## config.mk

```make
export PLATFORM = sky130hd
export DESIGN_NAME = popcnt_frame_sched
export DESIGN_NICKNAME = d
export VERILOG_FILES = /design/src/rtl/popcnt_pkg.sv /design/src/rtl/popcnt4_onehot.sv /design/src/rtl/popcnt_frame_sched.sv
export SDC_FILE = /design/constraint.sdc
export NUM_CORES = 1
export LEC_CHECK = 0
export ABC_AREA = 1
export ABC_CLOCK_PERIOD_IN_PS = 5800
export BUFFER_PORTS_ARGS = -buffer_cell sky130_fd_sc_hd__clkbuf_2
export CORE_UTILIZATION = 35
export CTS_BUF_LIST = sky130_fd_sc_hd__clkbuf_4 sky130_fd_sc_hd__clkbuf_8
export CTS_CLUSTER_DIAMETER = 60
export CTS_CLUSTER_SIZE = 20
export DETAILED_ROUTE_END_ITERATION = 16
export HOLD_SLACK_MARGIN = 0.05
export PLACE_DENSITY = 0.61
export SYNTH_ARGS = -nofsm -noshare
export SYNTH_HDL_FRONTEND = slang
export SYNTH_SLANG_ARGS = --single-unit
export TNS_END_PERCENT = 30
```

## constraint.sdc

```tcl
create_clock -name clk -period 5.8 [get_ports clk]
set_input_delay 0.87 -clock clk [delete_from_list [all_inputs] [get_ports clk]]
set_output_delay 0.87 -clock clk [all_outputs]
set_load 0.005 [all_outputs]
```

## src/rtl/popcnt_pkg.sv

```systemverilog
// rtl/popcnt_pkg.sv - shared state type, widths and one-hot decode for the popcount frame scheduler
package popcnt_pkg;

    typedef enum logic [1:0] {
        IDLE = 2'd0,
        RUN  = 2'd1,
        DONE = 2'd2
    } state_e;

    localparam int ONEHOT_W = 5;

    // Line i of the one-hot count means "i bits set"; anything malformed decodes to 0.
    function automatic logic [2:0] onehot5_to_bin(input logic [ONEHOT_W-1:0] oh);
        case (oh)
            5'b00010: return 3'd1;
            5'b00100: return 3'd2;
            5'b01000: return 3'd3;
            5'b10000: return 3'd4;
            default:  return 3'd0;
        endcase
    endfunction

endpackage

```

## src/rtl/popcnt4_onehot.sv

```systemverilog
// rtl/popcnt4_onehot.sv - combinational 4-bit population count with one-hot output
module popcnt4_onehot
    import popcnt_pkg::*;
(
    input  logic [3:0]          word,
    output logic [ONEHOT_W-1:0] count_onehot
);

    logic [2:0] ones;

    always_comb begin
        ones         = 3'(word[0]) + 3'(word[1]) + 3'(word[2]) + 3'(word[3]);
        count_onehot = ONEHOT_W'(1) << ones;
    end

endmodule

```

## src/rtl/popcnt_frame_sched.sv

```systemverilog
// rtl/popcnt_frame_sched.sv - round-robin frame scheduler sharing one popcount unit between two requesters
module popcnt_frame_sched
    import popcnt_pkg::*;
#(
    parameter int FRAME_LEN = 8,
    parameter int ACC_W     = 9
) (
    input  logic             clk,
    input  logic             rst,
    input  logic             req0_valid,
    input  logic [3:0]       req0_data,
    output logic             req0_ready,
    input  logic             req1_valid,
    input  logic [3:0]       req1_data,
    output logic             req1_ready,
    output logic             res_valid,
    input  logic             res_ready,
    output logic             res_id,
    output logic [ACC_W-1:0] res_count,
    output logic             busy
);

    localparam int               CNT_W     = 7;
    localparam logic [CNT_W-1:0] LAST_WORD = CNT_W'(FRAME_LEN - 1);

    state_e               state;
    logic                 grant;
    logic                 prio;
    logic [CNT_W-1:0]     word_cnt;
    logic [ACC_W-1:0]     acc;
    logic [3:0]           sel_data;
    logic                 sel_valid;
    logic                 accept;
    logic [ONEHOT_W-1:0]  count_onehot;
    logic [2:0]           word_ones;

    assign sel_data  = grant ? req1_data  : req0_data;
    assign sel_valid = grant ? req1_valid : req0_valid;
    assign accept    = (state == RUN) && sel_valid;
    assign word_ones = onehot5_to_bin(count_onehot);

    popcnt4_onehot u_popcnt (
        .word         (sel_data),
        .count_onehot (count_onehot)
    );

    // Readies come only from registered state so they never follow valid combinationally.
    assign req0_ready = (state == RUN) && !grant;
    assign req1_ready = (state == RUN) && grant;
    assign res_valid  = (state == DONE);
    assign res_id     = grant;
    assign res_count  = acc;
    assign busy       = (state != IDLE);

    always_ff @(posedge clk) begin
        if (rst) begin
            state    <= IDLE;
            grant    <= 1'b0;
            prio     <= 1'b0;
            word_cnt <= '0;
            acc      <= '0;
        end else begin
            case (state)
                IDLE: begin
                    acc      <= '0;
                    word_cnt <= '0;
                    if (req0_valid || req1_valid) begin
                        grant <= (req0_valid && req1_valid) ? prio : req1_valid;
                        state <= RUN;
                    end
                end
                RUN: begin
                    if (accept) begin
                        acc      <= acc + ACC_W'(word_ones);
                        word_cnt <= word_cnt + CNT_W'(1);
                        if (word_cnt == LAST_WORD) begin
                            state <= DONE;
                            prio  <= ~grant;
                        end
                    end
                end
                DONE: begin
                    if (res_ready) begin
                        state <= IDLE;
                        acc   <= '0;
                    end
                end
                default: state <= IDLE;
            endcase
        end
    end

endmodule

```

==> qor.txt <==
Reg clk slew, reported paths: 120 ps
Clock Sink Count: 20
DR DRC count: 0
CP startpoint kind: flop
drt pass-1 iters: 4
Die Ht: 60.6 um
post-synthesis sequential area ratio: 33.3%
DR iter-0 viols: 17
CTS Hold Buffers Added: 0
area occupied by multi-input gates: 672 um^2
dpl hpwl: 1960 um
Post-synth EDFFs: 0
Worst Slack Setup Final: 2850 ps
Skew-Pair Late Insertion Delay: 310 ps
maxcap violations: 0
fillers: 350
port bufs: 26
Max H-tree Level: 1
antenna violations before repair: 0
synthesized net count: 201
WL/cell: 9.48 um
Initial Util: 38.2%
minimum clock period after layout: 2950 ps
distinct cell type count of the synthesized netlist: 25
CP Class: reg -> reg
die area: 0.00368 mm^2
final core occ: 44.5%
vias in the first global route: 1006
register area: 400 um^2
Core Area: 0.00315 mm^2
Tot Pwr: 0.331 mW
worst vdd ir: 0.104 mV
synthesized cell area: 0.00120 mm^2
Tcrit/Tclk final: 50.8%
Num CTS Buffers: 3
Mapped Cells: 180
CP Capture Type: flop
arrival time worst endpoint: 3150 ps
GPL Wtd Cong: 0.757
Routed WL: 2380 um
Fin Clk Skew: 9.05 ps
most frequent cells in the layout: nand2_1 (48), inv_1 (26), clkbuf_2 (26), nor2_1 (22), dfxtp_1 (20)
number of synthesized register bits: 20
DP Area: 0.00137 mm^2
diode count: 0
row count: 20
Fmax: 339 MHz
fin nets: 229
Async SR Flop Fraction: 0%
ANT nets after route: 0
Avg Cell Area, Syn: 6.69 um^2
pin count of the biggest net entering global routing: 13
clock root cell: clkbuf_4
# IOs: 27
GRT Total Usage: 14.9%
Hold Fails Final Rpt: 0
clk buf depth: 2
Syn-to-layout area delta: 16.5%
worst-path fanout max: 10
outcome: completed
type of the most critical hold path: reg -> reg
total grt overflow: 0
Via density: 4.59
leak pwr: 0.660 nW
power per cell area: 236 mW/mm^2
Tightest Pin Transition: 367 ps
slew margin rel.: 75.5%
Setup-failing EPs final: 0
Post-CTS Setup Repair Bufs: 0
Synth Flop Type: dfxtp_1
TritonCTS clock tree: yes
Final Max Slew Viols: 0
unrepaired setup endpoints after global routing: no
setup_tns: 0 ps
Synth warnings: 0
Vias: 1152
PostCTS Resize Cnt: 0
global-route wire length before repair: 4110 um
CP required: 6000 ps
most common cell after layout, fill and taps aside: nand2_1
DP Worst Slack: 2540 ps
die width: 60.6 um
share of layout cells above drive strength 1: 19.3%
post-route cell area: 0.00140 mm^2
## synth_stat cells (2+ instances only)
master	number	area share, %
a21oi_1	13	5.4
dfxtp_1	20	33
fa_1	2	3.3
ha_1	6	6.2
inv_1	26	8.1
inv_2	3	0.94
mux2i_1	2	1.7
nand2_1	48	15
nand3_1	11	4.6
nand3_2	2	1.7
nand4_1	2	1.0
nor2_1	22	6.9
nor2_2	2	1.0
nor3_1	4	1.7
o21ai_0	3	1.2
o21ai_1	5	2.1
## area by class of cell
class	instances	share of cell area (%)
Sequential cell	20	28.5
Inverter	29	7.76
Timing Repair Buffer	26	9.28
Clock buffer	4	2.59
Multi-Input combinational cell	128	47.9
Tap cell	44	3.93
## sequential cells by signal (all words and copies together) (netlist names)
register and flops:
res_id 1, word_cnt 7, res_count 9, state 2
prio 1
## worst max-delay path: stages (launching register included)
cell and delay [ps]:
dfxtp_1 560, inv_2 90, nand2_1 70, nand2_1 50, ha_1 270, inv_1 50
fa_1 370, inv_1 70, ha_1 170, nor2_1 60, ha_1 200, fa_1 410
nand2_1 100, nand2_1 90, nand4_1 120, o21ai_1 80, nand2_1 60, nor2_1 40
## power breakdown
part	internal, mW	total [mW]	switching, mW	leakage (nW)
sequential	0.144	0.151	0.00775	0.162
combinational	0.0349	0.0967	0.0618	0.478
clock	0.0383	0.0834	0.0451	0.0210
total	0.217	0.331	0.115	0.660
## kinds of logic (layout without fill, tap and decap cells)
group                      Yosys count  after routing  synth area share (%)
buffers and inverters               32             59                  10.9
adders and majority gates            8              8                  9.56
muxes                                2              2                  1.66
xor gates and xnor gates             1              1                 0.728
AOI/OAI and AO/OA                   23             23                  10.1
DFF                                 20             20                  33.3
and+or+nand+nor                     94             94                  33.8
## layer usage
metal	vias up	global-route usage [%]	share of wire (%)
met1	500	18.8	48
met5	-	0	0
li1	620	-	-
met4	0	9.74	3.7
met3	8	1.92	3.2
met2	24	24.0	45
## through the flow
step / hold slack (ps) / instances
after detailed placement: 459 / 247
after CTS: 480 / 251
after global routing: 500 / 251
after floorplan: 434 / 180
after global placement: 458 / 247
final: 479 / 251
## worst paths after layout
check | start | end | slack, ps | cells past startpoint
worst min-delay path | word_cnt[2]$_SDFFE_PP0P_ | word_cnt[2]$_SDFFE_PP0P_ | 480 | 2
worst max register to register | res_id$_SDFFE_PP0P_ | res_count[8]$_SDFFE_PP0P_ | 2850 | 17
worst max-delay path | res_id$_SDFFE_PP0P_ | res_count[8]$_SDFFE_PP0P_ | 2850 | 17
worst min register to register | word_cnt[2]$_SDFFE_PP0P_ | word_cnt[2]$_SDFFE_PP0P_ | 480 | 2
Note: power is estimated with default switching activity, not from simulation.
